==> config.mk <==
export PLATFORM = sky130hd
export DESIGN_NAME = barrel_pipe
export DESIGN_NICKNAME = d
export VERILOG_FILES = /design/src/rtl/barrel_pipe.sv
export SDC_FILE = /design/constraint.sdc
export NUM_CORES = 1
export LEC_CHECK = 0
export ABC_AREA = 0
export CORE_ASPECT_RATIO = 0.5
export CORE_MARGIN = 2
export CORE_UTILIZATION = 56
export DETAILED_ROUTE_END_ITERATION = 10
export GPL_ROUTABILITY_DRIVEN = 0
export PLACE_DENSITY = 0.86
export SYNTH_ARGS = -nofsm -noshare
export SYNTH_HDL_FRONTEND = slang
export SYNTH_SLANG_ARGS = --single-unit
==> constraint.sdc <==
create_clock -name clk -period 2.4 [get_ports clk]
set_clock_uncertainty 0.15 [all_clocks]
set_input_delay 0.72 -clock clk [delete_from_list [all_inputs] [get_ports clk]]
set_output_delay 0.72 -clock clk [all_outputs]
set_load 0.05 [all_outputs]
==> src/rtl/barrel_pipe.sv <==
// ============================================================================
//  Module      : barrel_pipe
//  Description : Pipelined barrel shifter/rotator, one mux layer per shamt bit,
//                grouped into registered stages with valid/ready on both ends.
//                Optional macro BARREL_PIPE_ROTATE_EN enables ROL/ROR.
//  Revision    : 1.0 - initial release
// ============================================================================
`default_nettype none

module barrel_pipe #(
    parameter int WIDTH       = 32,
    parameter int PIPE_LAYERS = 5,
    parameter int TAG_W       = 4
) (
    input  logic                      clk,
    input  logic                      rst,
    input  logic                      in_valid,
    output logic                      in_ready,
    input  logic [WIDTH-1:0]          in_data,
    input  logic [$clog2(WIDTH)-1:0]  in_shamt,
    input  logic [2:0]                in_op,
    input  logic [TAG_W-1:0]          in_tag,
    output logic                      out_valid,
    input  logic                      out_ready,
    output logic [WIDTH-1:0]          out_data,
    output logic [TAG_W-1:0]          out_tag,
    output logic                      busy
);

    localparam int c_shw = $clog2(WIDTH);
    localparam int c_ns  = (c_shw + PIPE_LAYERS - 1) / PIPE_LAYERS;

    localparam logic [2:0] c_op_sll = 3'b000;
    localparam logic [2:0] c_op_srl = 3'b001;
    localparam logic [2:0] c_op_sra = 3'b011;
    localparam logic [2:0] c_op_rol = 3'b100;
    localparam logic [2:0] c_op_ror = 3'b101;

    // One mux layer: shift/rotate by a fixed power-of-two amount.
    function automatic logic [WIDTH-1:0] f_layer(
        input logic [WIDTH-1:0] d,
        input logic [2:0]       op,
        input logic             fill,
        input int               amt
    );
        logic [WIDTH-1:0] r;
        r = d;
        case (op)
            c_op_sll: r = d << amt;
            c_op_srl: r = d >> amt;
            c_op_sra: r = fill ? ~((~d) >> amt) : (d >> amt);
            c_op_rol: begin
`ifdef BARREL_PIPE_ROTATE_EN
                r = (d << amt) | (d >> (WIDTH - amt));
`else
                r = d << amt;
`endif
            end
            c_op_ror: begin
`ifdef BARREL_PIPE_ROTATE_EN
                r = (d >> amt) | (d << (WIDTH - amt));
`else
                r = d >> amt;
`endif
            end
            default:  r = d;
        endcase
        return r;
    endfunction

    logic [c_ns:0]   w_rdy;
    logic [c_ns-1:0] w_valid;

    assign w_rdy[c_ns] = out_ready;

    generate
        for (genvar s = 0; s < c_ns; s++) begin : g_stage
            localparam int c_lo  = s * PIPE_LAYERS;
            localparam int c_hi  = (c_lo + PIPE_LAYERS < c_shw) ? c_lo + PIPE_LAYERS : c_shw;
            localparam int c_nl  = c_hi - c_lo;
            localparam int c_win = c_shw - c_lo;

            logic               w_vin;
            logic               w_fill;
            logic [WIDTH-1:0]   w_din;
            logic [c_win-1:0]   w_shamt;
            logic [2:0]         w_op;
            logic [TAG_W-1:0]   w_tag;
            logic [WIDTH-1:0]   w_lyr [c_nl+1];
            logic               w_load;

            logic               r_valid;
            logic [WIDTH-1:0]   r_data;
            logic [TAG_W-1:0]   r_tag;

            if (s == 0) begin : g_src_port
                assign w_vin   = in_valid;
                assign w_din   = in_data;
                assign w_shamt = in_shamt;
                assign w_op    = in_op;
                assign w_tag   = in_tag;
                // Sign for SRA is frozen at acceptance and carried down the pipe.
                assign w_fill  = in_data[WIDTH-1];
            end else begin : g_src_stage
                assign w_vin   = g_stage[s-1].r_valid;
                assign w_din   = g_stage[s-1].r_data;
                assign w_shamt = g_stage[s-1].g_fwd.r_shamt;
                assign w_op    = g_stage[s-1].g_fwd.r_op;
                assign w_tag   = g_stage[s-1].r_tag;
                assign w_fill  = g_stage[s-1].g_fwd.r_fill;
            end

            assign w_lyr[0] = w_din;
            for (genvar k = 0; k < c_nl; k++) begin : g_layer
                assign w_lyr[k+1] = w_shamt[k]
                                  ? f_layer(w_lyr[k], w_op, w_fill, 1 << (c_lo + k))
                                  : w_lyr[k];
            end

            assign w_rdy[s]   = !r_valid || w_rdy[s+1];
            assign w_valid[s] = r_valid;
            assign w_load     = w_rdy[s] && w_vin;

            always_ff @(posedge clk or posedge rst) begin
                if (rst) begin
                    r_valid <= 1'b0;
                    r_data  <= '0;
                    r_tag   <= '0;
                end else if (w_rdy[s]) begin
                    r_valid <= w_vin;
                    if (w_vin) begin
                        r_data <= w_lyr[c_nl];
                        r_tag  <= w_tag;
                    end
                end
            end

            // Only the shamt bits still to be consumed travel to the next stage.
            if (s < c_ns - 1) begin : g_fwd
                localparam int c_wout = c_shw - c_hi;
                logic [c_wout-1:0] r_shamt;
                logic [2:0]        r_op;
                logic              r_fill;

                always_ff @(posedge clk or posedge rst) begin
                    if (rst) begin
                        r_shamt <= '0;
                        r_op    <= '0;
                        r_fill  <= 1'b0;
                    end else if (w_load) begin
                        r_shamt <= w_shamt[c_win-1:c_nl];
                        r_op    <= w_op;
                        r_fill  <= w_fill;
                    end
                end
            end
        end
    endgenerate

    assign in_ready  = w_rdy[0];
    assign out_valid = g_stage[c_ns-1].r_valid;
    assign out_data  = g_stage[c_ns-1].r_data;
    assign out_tag   = g_stage[c_ns-1].r_tag;
    assign busy      = |w_valid;

endmodule

`default_nettype wire

==> results of run 1 <==
[kinds of logic after synthesis]
group                  synth area share [%]
AO/OA/AOI/OAI                         45.07
buffers and inverters                 8.519
flip-flops                            16.33
multiplexers                          8.695
AND/OR/NAND/NOR                       21.39
[per-stage QoR]
stage / worst slack (ns) / instances
after floorplan: -0.4215 / 784
after global placement: -1.046 / 1214
after detailed placement: -1.315 / 1214
[synthesized netlist by cell type (all sizes together), types with 3 or more instances]
cell      n  share of area [%]
nand2    98                6.5
o32ai     4               0.88
o211ai   28                3.7
and3      5               0.55
or2       5               0.55
a22oi    12                1.6
o22ai    30                3.4
a32oi     5               0.90
nand2b    9               0.99
and2      5               0.55
nor2     66                4.4
nand3    17                1.5
a21oi    49                4.5
a211oi   32                4.3
a31oi    26                3.0
a221oi   13                2.3
o32a      3               0.53
o21ai    56                5.1
nor4bb    3               0.53
mux2i    44                7.8
nor3b     4               0.53
o41ai     3               0.46
o211a     3               0.53
inv      14               0.93
nand4     3               0.33
mux2      4               0.86
o2111ai   9                1.4
or3       4               0.44
dfrtp    37                 16
clkbuf   28                1.9
o311ai    4               0.75
a311oi    7                1.1
nor2b     5               0.60
nor3     21                2.1
buf      50                5.7
o221ai   20                3.4
o31ai     6               0.79
a222oi    3               0.53
o2bb2ai  11                1.7
nor4      4               0.55
==> results_dict.tcl, run 1 <==
set metrics [dict create \
    cts_num_sinks 37 \
    postSynth.topFlopCell "dfrtp_1" \
    cts_inserted_buffers 5 \
    synth_edf_count 0 \
    synth-seq-area-share_pct 16.33 \
    rows 25 \
    outcome "stopped before the end" \
    number_of_ports_placed_on_the_die_boundary 87 \
    postCtsSetupRepairBufs 32 \
    stop_stage "clock tree synthesis" \
    cts-root-to-sink-buffers 2 \
    nets_in_the_synthesized_netlist 832 \
    dieWidth_um 146.3 \
    synthCells 784 \
    flip_flop_and_latch_count_after_synthesis 37 \
    cts-htree-levels 2 \
    detailedPlacementHpwl_mm 24.09 \
    yosysWarningCount 0 \
    error_message "[ERROR DPL-0038] Utilization greater than 100%, impossible to legalize" \
    postCtsResizedCells 327 \
    ctsHoldBuffers 0 \
    place_area_um2 8656 \
    syn_area_um2 5669 \
    initial_core_util_pct 58.84 \
    clock_root_buffer "clkbuf_16" \
    chipHeight_um 75.15 \
    buffer_ports.inserted 86 \
    async_flop_share_pct 100.0 \
    post_synth.cell_area_avg_um2 7.231 \
    synth_cell_type_count 90 \
]
==> run 2, diff against run 1 <==
--- a/config.mk
+++ b/config.mk
@@ -6,12 +6,11 @@
 export NUM_CORES = 1
 export LEC_CHECK = 0
 export ABC_AREA = 0
-export CORE_ASPECT_RATIO = 0.5
 export CORE_MARGIN = 2
-export CORE_UTILIZATION = 56
+export CORE_UTILIZATION = 40
 export DETAILED_ROUTE_END_ITERATION = 10
 export GPL_ROUTABILITY_DRIVEN = 0
-export PLACE_DENSITY = 0.86
+export PLACE_DENSITY_LB_ADDON = 0.15
 export SYNTH_ARGS = -nofsm -noshare
 export SYNTH_HDL_FRONTEND = slang
 export SYNTH_SLANG_ARGS = --single-unit
==> results_dict.tcl, run 2 <==
set metrics [dict create \
    timing.setup.critical_path_class "in2reg" \
    detailedPlacementHpwl_mm 22.03 \
    antenna_violations_before_repair 1 \
    holdWs_ns 0.3281 \
    failed_checks "negative setup slack" \
    vias 9669 \
    power_per_cell_area_nw_per_um2 443.6 \
    grt_pass1_wl_mm 47.29 \
    pwr-share-seq_pct 16.7 \
    length_of_the_first_detailed_routing_pass_in_iterations 9 \
    final_max_slew_viol_count 0 \
    worst_hold_path.num_cells 2 \
    post-synth-top-area-cell "dfrtp_1" \
    synth.most_common_cell "nand2_1" \
    cts-htree-levels 2 \
    reported_net_switching_power_mw 2.289 \
    postSynth.topFlopCell "dfrtp_1" \
    synthCells 784 \
    cts_inserted_buffers 5 \
    power.share.switching_pct 46.60 \
    residual_drc_count 0 \
    post-place-cells 1257 \
    worst_slew_margin_relative_to_its_limit_pct 56.89 \
    cts_num_sinks 37 \
    unrepaired_setup_endpoints_after_global_routing "yes" \
    worst_setup_hold_path_clk_slew_ns 0.05 \
    detail-route-antenna-nets 0 \
    final_net_count 1192 \
    synthDominantCellAreaShare_pct 16.33 \
    rows 43 \
    regToRegSetupSlack_ns 0.40 \
    chipHeight_um 123.1 \
    final_design_area_no_fill_um2 11070 \
    timing.max_cap.violations 0 \
    syn_area_um2 5669 \
    buffer_ports.inserted 86 \
    timing.critical_path.required_ns 2.42 \
    clock_root_buffer "clkbuf_16" \
    crit_arrival_ns 3.06 \
    grt_pass1_vias 8916 \
    hold_viol_final 0 \
    ctsHoldBuffers 0 \
    place_area_um2 8655 \
    flip_flop_and_latch_count_after_synthesis 37 \
    post_detailed_route_via_to_cell_ratio 7.297 \
    reg2reg_from "busy$_DFFE_PP0N_" \
    internal-power_mw 2.623 \
    timing.critical_path.from "in_data[20]" \
    max_rail_drop_vdd_uv 352.9 \
    dieWidth_um 123.1 \
    wire_per_inst_um 26.92 \
    floorplan.core_area_um2 13880 \
    nets_in_the_synthesized_netlist 832 \
    synth_cell_type_count 90 \
    synth.top_cells.by_area "dfrtp_1 (16%), mux2i_1 (7.6%), nand2_1 (6.5%)" \
    die_area_um2 15140 \
    yosysWarningCount 0 \
    netlist_top_cells_count "nand2_1 (98), nor2_1 (66), a21oi_1 (48), mux2i_1 (43)" \
    initial_core_util_pct 40.84 \
    post_layout_nonfiller_instances 1325 \
    finish.utilization_pct 79.77 \
    drt-initial-drc-count 1783 \
    outcome "finished, violations left" \
    routed_wl_mm 35.67 \
    synth_edf_count 0 \
    num_antenna_cells 0 \
    tightestPinTransition_ns 0.6442 \
    combPwrFrac_pct 67.8 \
    async_flop_share_pct 100.0 \
    post-route-period-util_pct 126.9 \
    finalWorstSetupSlack_ns -0.6448 \
    tritoncts "done" \
    n_fill_cell 804 \
    holdCritPathClass "reg2reg" \
    areaGrowthSynthToFinish_pct 95.32 \
    finalWorstPathRequiredPeriod_ns 3.045 \
    number_of_ports_placed_on_the_die_boundary 87 \
    grt_max_degree 35 \
    top_achievable_clock_speed_ghz 0.3284 \
    clock_network_fraction_of_total_power_pct 15.5 \
    setup_total_negative_slack_ns -13.44 \
    p_leak_nw 4.430 \
    worst-path-max-fanout 7 \
    max_ffs_per_register 32 \
    synth-seq-area-share_pct 16.33 \
    worstSetupStartpointType "input port" \
    worstRegToRegCells 6 \
    mostFrequentLayoutCell "buf_4" \
    timing.critical_path.to_type "register" \
    crit_end "out_data[7]$_DFFE_PP0P_" \
    drive_gt1_share_pct 57.99 \
    grt_usage_pct 39.65 \
    cts-root-to-sink-buffers 2 \
    post_synth.cell_area_avg_um2 7.231 \
    setup_viol 32 \
    layout_common_cells "buf_4 (308), nand2_1 (82), nor2_1 (50), buf_6 (50), dfrtp_1 (37)" \
    timing.rr.end "out_data[18]$_DFFE_PP0P_" \
    clock_insertion_delay_worst_skew_ns 0.28 \
    gr-total-overflow 0 \
]
-- run 2: cell counts after synthesis --
Identical to the previous run, type by type.
-- run 2: area by class of cell --
type / count / area, um2 / share of cell area [%]
Clock buffer: 7 / 142.6 / 1.288
Sequential cell: 37 / 925.9 / 8.362
Tap cell: 180 / 225.2 / 2.034
Multi-Input combinational cell: 655 / 5976 / 53.97
Inverter: 14 / 62.56 / 0.5650
Timing Repair Buffer: 431 / 3711 / 33.51
Clock inverter: 1 / 30.03 / 0.2712
-- run 2: power groups by stage --
stage                     combinational [mW]  sequential (mW)  clock (mW)
after global placement                  2.47            0.821           0
after global routing                    3.42            0.836       0.786
final                                   3.33            0.823       0.761
after detailed placement                2.50            0.828           0
after floorplan                         1.02             1.23           0
after CTS                               2.86            0.818       0.766
-- run 2: metrics by stage --
| stage | power [mW] | setup WS, ns |
|---|---|---|
| 6_report | 4.912 | -0.6448 |
| 5_1_grt | 5.046 | -0.6351 |
| 4_1_cts | 4.442 | -0.3188 |
| 3_5_place_dp | 3.331 | -1.133 |
| 3_3_place_gp | 3.293 | -1.086 |
| 2_1_floorplan | 2.251 | -0.4215 |
-- run 2: worst max-delay path, cell delays in order --
cell	delay, ns
clkdlybuf4s15_2	0.22
buf_4	0.19
mux2i_2	0.24
a32oi_2	0.14
nand3_2	0.15
a31oi_4	0.10
a222oi_1	0.46
buf_4	0.21
nor2_1	0.04
a311o_1	0.30
a221o_1	0.29
-- run 2: how the worst min path moves through the flow --
stage,startpoint,end
floorplan,out_tag[0]$_DFFE_PP0P_,out_tag[0]$_DFFE_PP0P_
global placement,out_tag[2]$_DFFE_PP0P_,out_tag[2]$_DFFE_PP0P_
detailed placement,out_tag[0]$_DFFE_PP0P_,out_tag[0]$_DFFE_PP0P_
CTS,out_tag[1]$_DFFE_PP0P_,out_tag[1]$_DFFE_PP0P_
global route,out_data[10]$_DFFE_PP0P_,out_data[10]$_DFFE_PP0P_
finish,out_tag[0]$_DFFE_PP0P_,out_tag[0]$_DFFE_PP0P_
-- run 2: kinds of logic (layout without fill, tap and decap cells) --
kind of cell / count (synthesis) / after routing / synth area share [%]
AO/OA/AOI/OAI: 350 / 350 / 45.07
flip-flops: 37 / 37 / 16.33
AND/OR/NAND/NOR: 257 / 257 / 21.39
buffers and inverters: 92 / 453 / 8.519
multiplexers: 48 / 48 / 8.695
-- run 2: timing repair --
item | 4_1_cts | 5_1_grt
pin swaps | 83 | 94
gates resized for setup | 259 | 172
gates cloned | 1 | 0
endpoints found under the hold margin | 0 | 0
setup buffers | 43 | 20
endpoints found under the setup margin | 33 | 34
-- run 2: per-layer routing --
layer  vias up  wire (um)  part of all wire [%]  track usage [%]
met3       400       4699                    13            6.827
met2      1016      15310                    43            64.81
met5         -         25                 0.070                0
met1      4430      11890                    33            47.34
met4         2       3744                    10            27.20
li1       3821          -                     -                -
No activity file was read; power rests on OpenSTA's default activity.
